File: src/rtl/fetch_stage.sv
// fetch_stage -- instruction fetch stage with the IF/ID pipeline register.
//
// Fetches one instruction per cycle from a combinational instruction memory
// and latches it, with its fetch address, into IF/ID. A taken branch decoded
// in ID redirects the PC to the branch target one cycle later. The word
// fetched in that redirect cycle is dropped, and IF/ID is loaded with a bubble.
//
// Ports
//   clk          in   1   clock; all state updates on the rising edge
//   reset        in   1   asynchronous, active-high reset
//   stall        in   1   hazard-unit stall; holds PC, IF/ID and counters
//   br_tkn       in   1   decoder: branch in ID is taken
//   unc_br       in   1   decoder: 1 = B (imm26), 0 = CB/B.cond (imm19)
//   imem_addr    out  64  current PC
//   imem_data    in   32  instruction at imem_addr (same-cycle read)
//   if_id_instr  out  32  instruction presented to the decoder
//   if_id_pc     out  64  fetch address of if_id_instr
//   if_id_valid  out  1   if_id_instr is a real instruction (not a bubble)
//   fetch_cnt    out  32  valid instructions latched into IF/ID (wraps)
//   flush_cnt    out  32  redirect flushes (wraps)
module fetch_stage (
    input  logic        clk,
    input  logic        reset,
    input  logic        stall,
    input  logic        br_tkn,
    input  logic        unc_br,
    output logic [63:0] imem_addr,
    input  logic [31:0] imem_data,
    output logic [31:0] if_id_instr,
    output logic [63:0] if_id_pc,
    output logic        if_id_valid,
    output logic [31:0] fetch_cnt,
    output logic [31:0] flush_cnt
);

    typedef enum logic [1:0] {
        ST_RST    = 2'd0,
        ST_RUN    = 2'd1,
        ST_BUBBLE = 2'd2
    } state_e;

    state_e      state_q, state_d;
    logic [63:0] pc_q, pc_d;
    logic [31:0] instr_q, instr_d;
    logic [63:0] ipc_q, ipc_d;
    logic        valid_q, valid_d;
    logic [31:0] fcnt_q, fcnt_d;
    logic [31:0] flcnt_q, flcnt_d;

    logic        redirect;
    logic [63:0] br_off;
    logic [63:0] br_target;

    // A bubble in IF/ID can never redirect, whatever the decoder says.
    assign redirect = br_tkn & valid_q & ~stall;

    // Sign-extended word offset, already scaled by 4.
    assign br_off = unc_br ? {{36{instr_q[25]}}, instr_q[25:0], 2'b00}
                           : {{43{instr_q[23]}}, instr_q[23:5], 2'b00};
    assign br_target = ipc_q + br_off;

    always_comb begin
        pc_d    = pc_q;
        instr_d = instr_q;
        ipc_d   = ipc_q;
        valid_d = valid_q;
        fcnt_d  = fcnt_q;
        flcnt_d = flcnt_q;
        state_d = state_q;

        if (!stall) begin
            if (redirect) begin
                pc_d    = br_target;
                instr_d = 32'h0;
                ipc_d   = 64'h0;
                valid_d = 1'b0;
                flcnt_d = flcnt_q + 32'd1;
            end else begin
                pc_d    = pc_q + 64'd4;
                instr_d = imem_data;
                ipc_d   = pc_q;
                valid_d = 1'b1;
                fcnt_d  = fcnt_q + 32'd1;
            end

            case (state_q)
                ST_RST:    state_d = ST_RUN;
                ST_RUN:    state_d = redirect ? ST_BUBBLE : ST_RUN;
                ST_BUBBLE: state_d = ST_RUN;
                default:   state_d = ST_RST;
            endcase
        end
    end

    always_ff @(posedge clk or posedge reset) begin
        if (reset) begin
            state_q <= ST_RST;
            pc_q    <= 64'h0;
            instr_q <= 32'h0;
            ipc_q   <= 64'h0;
            valid_q <= 1'b0;
            fcnt_q  <= 32'h0;
            flcnt_q <= 32'h0;
        end else begin
            state_q <= state_d;
            pc_q    <= pc_d;
            instr_q <= instr_d;
            ipc_q   <= ipc_d;
            valid_q <= valid_d;
            fcnt_q  <= fcnt_d;
            flcnt_q <= flcnt_d;
        end
    end

    assign imem_addr   = pc_q;
    assign if_id_instr = instr_q;
    assign if_id_pc    = ipc_q;
    assign if_id_valid = valid_q;
    assign fetch_cnt   = fcnt_q;
    assign flush_cnt   = flcnt_q;

endmodule

File: config.mk
export PLATFORM = sky130hd
export DESIGN_NAME = fetch_stage
export DESIGN_NICKNAME = d
export VERILOG_FILES = /design/src/rtl/fetch_stage.sv
export SDC_FILE = /design/constraint.sdc
export NUM_CORES = 1
export LEC_CHECK = 0
export ABC_AREA = 1
export CORE_ASPECT_RATIO = 1.25
export CORE_MARGIN = 4
export CORE_UTILIZATION = 55
export DETAILED_ROUTE_END_ITERATION = 10
export MAX_ROUTING_LAYER = met4
export PLACE_DENSITY_LB_ADDON = 0.25
export SYNTH_ARGS = -nofsm -noshare
export SYNTH_HDL_FRONTEND = slang
export SYNTH_SLANG_ARGS = --single-unit
export TNS_END_PERCENT = 50
File: constraint.sdc
create_clock -name clk -period 8.9 [get_ports clk]
set_input_delay 2.225 -clock clk [delete_from_list [all_inputs] [get_ports clk]]
set_output_delay 2.225 -clock clk [all_outputs]
set_load 0.02 [all_outputs]
==> out/qor.csv <==
metric,value,unit
worst r2r src,if_id_instr[23],
row cnt,71,
die width,163.7,um
Synth area leader,dfrtp_1,
crit path kind,input pin to flop,
CTS max path bufs,3,
R2R cell count,16,
Slowest cell on crit path,clkdlybuf4s50_1,
Area contributors post-synth,"dfrtp_1 (34%), nand2_1 (20%), inv_1 (11%), ha_1 (4.8%), nand3_1 (4.8%)",
YS warnings,0,
Final ANT Viol Nets,0,
CP Max Fanout,37,
share of the synthesized area in the top cell type,0.3379,
CTS tree,done,
dpl hpwl,51200,um
via count,18216,
Setup TNS Final,0,ns
Synth Area per Inst,6.510,sq um
H-Tree Depth,1,
Worst VDD drop,0.0001910,V
fin crit share,0.6413,
Synth Area in Compound Gates,0.08334,
I/O Buffers,261,
Die Y,202.6,um
Crit path top cell by count,nand2_1,
final setup skew,0.02478,ns
reg2reg end,imem_addr[59],
asr flop ratio synth,1.000,
I/O Pins,262,
CP startpoint kind,input pin,
most frequent cells after synthesis,"nand2_1 (873), inv_1 (468), dfrtp_1 (225), nor2_1 (198), nand3_1 (160)",
GPL Wtd Cong,1.054,
remaining global-route overflow,0,
achievable frequency,175.2,MHz
Seq cells post-synth,225,
vias in the first global route,17912,
reg2reg setup slack,5.58,ns
Synth Area in Adders,0.04925,
initial antenna violation count,1,
WP data required,9.35,ns
sequential-to-total area share from yosys stat,0.3379,
type of the tightest min-delay check,flop to flop,
Post-Synth XOR/XNOR Area,0.04565,
global-route wire length before repair,99450,um
Die ar.,0.03317,sq mm
crit-path cells,clkdlybuf4s50_1 -> buf_4 -> inv_1 -> nand2_1 -> o21ai_2 -> buf_4 -> ha_1 -> nand2_1 -> inv_1 -> a21oi_1 -> inv_1 -> nor2_1 -> nand2_1 -> a21oi_1 -> nand2_1 -> nand2_1 -> nand3_1 -> nand2_1 -> inv_1,
CTS sink cnt,225,
# DRC,0,
Slew @ Worst Pin,0.9810,ns
core footprint,0.03003,sq mm
max incr delay on CP,0.77,ns
Synth Instances,2560,
endpoints failing setup,0,
Post-CTS Resized,0,
Final Hold Slack,0.5054,ns
Syn Nets,2662,
"Worst Setup Slack, final",3.193,ns
worst-skew pair later-pin latency,0.57,ns
RSZ-0062 raised after global routing,false,
hold buffers post-CTS,0,
crit path DAT,6.16,ns
WL final,65580,um
share of cells above drive strength 1,0.04838,
main combinational cell family by area after synthesis,simple AND/OR/NAND/NOR gates,
Hold Startpoint,flush_cnt[31],
pre-CTS setup slack,2.846,ns
most frequent cell after synthesis,nand2_1,
"Buf+Inv Stages, Crit Path",7,
crit path capture type,flop,
P&R area growth vs syn,23.02,%
total track usage,0.3977,
First-pass DRT Iterations,6,
Avg Vias per Cell,5.633,
worst rel slew slack,0.3460,
clk slew on worst S/H paths,0.06,ns
Initial DRC Count,1821,
Lkg Pwr,10.91,nW
library cells used by synthesis,52,
Synth Flop Type,dfrtp_1,
DR WL/cell,20.28,um
Hold Path End,flush_cnt[31],
status,completed,
Post-Synth Simple-Gate Area,0.3646,
Post-synth EDFFs,0,
Post-Synthesis Cell Area,0.01666,sq mm
hold path depth,1,
Final Max Slew Viols,0,
CTS buffer count,25,
clk root buf,clkbuf_16,
largest net degree at the start of global routing,124,
power density over the cells,265.9,mW/mm^2
Nets,2915,
initial core utilization,0.5550,
max_cap viols,0,
Final min period,5.707,ns
mux cell area share after synthesis,0,
post-CTS setup buffer count,0,
Top Family by Delay on Critical Path,buffers and inverters,
Fin. Hold Viols,0,
## logic make-up after synthesis
kind of cell,Yosys count
compound gates,257
buf+inv,524
simple gates,1403
xor+xnor,86
flops,225
fa+ha+maj,65
## cell type report
type                    instances  area (sq um)
diodes                          1         2.502
clock buffers                  33         695.7
clock inverters                13         132.6
fillers                      2586          9525
inverters                     480          1810
multi-input cells            1811          9050
flip-flops and latches        225          5630
well taps                     401         501.7
repair buffers                270          2678
## flip-flops by register name, summed over array words and instances (netlist names)
name         flops
imem_addr       64
if_id_pc        64
flush_cnt       32
if_id_valid      1
fetch_cnt       32
if_id_instr     32
## worst max-delay path by stage
stage | cells after the start | end | start
2_1_floorplan | 1 | fetch_cnt[0] | reset
3_3_place_gp | 17 | imem_addr[41] | unc_br
3_5_place_dp | 17 | imem_addr[41] | unc_br
4_1_cts | 17 | imem_addr[41] | unc_br
5_1_grt | 16 | imem_addr[58] | unc_br
6_report | 19 | imem_addr[59] | unc_br
## power by group
part           switching [mW]  internal, mW  total, mW  leakage [nW]
sequential              0.436          1.28       1.71          2.78
combinational            1.70         0.964       2.67          7.71
clock                   0.459         0.611       1.07         0.415
## layout by cell type (no fill, tap or decap), types with 2 or more instances in the layout
cell             instances
nand2_1                873
inv_1                  467
clkdlybuf4s50_1        260
dfrtp_1                225
nor2_1                 198
nand3_1                160
o21ai_0                138
a21oi_1                 80
xor2_1                  66
ha_1                    64
nand4_1                 46
nor3_1                  38
clkbuf_16               25
nor2_2                  22
xnor2_1                 19
a22o_1                  16
nand2_2                 12
inv_2                   11
clkinv_2                10
buf_4                   10
nor2_4                   8
nor3_2                   8
nor4_1                   8
o21bai_1                 7
nor3_4                   5
nand3_2                  5
o21ai_1                  5
clkbuf_1                 4
clkbuf_8                 4
nand4_2                  3
and3_1                   3
o22ai_1                  2
o31ai_1                  2
nand3b_1                 2
nor2_8                   2
or2_0                    2
bufinv_16                2
## routing by layer
metal / GRT usage / wire length [um] / up-vias / share of wire
met5: - / 0 / - / 0
met4: 0.2997 / 6374 / 0 / 0.097
met3: 0.05279 / 4855 / 316 / 0.074
met2: 0.6541 / 30840 / 1022 / 0.47
met1: 0.4359 / 23510 / 8414 / 0.36
li1: - / - / 8464 / -
## stage by stage
stage	utilization	instance area (sq um)	power [mW]	instances
3_3_place_gp	0.6551	19670	4.270	3187
4_1_cts	0.6827	20500	5.404	3233
6_report	0.6828	20500	5.452	3234
2_1_floorplan	-	16660	3.106	2560
5_1_grt	0.6828	20500	5.727	3234
3_5_place_dp	0.6551	19670	4.318	3187
(Power assumes the default switching activity.)
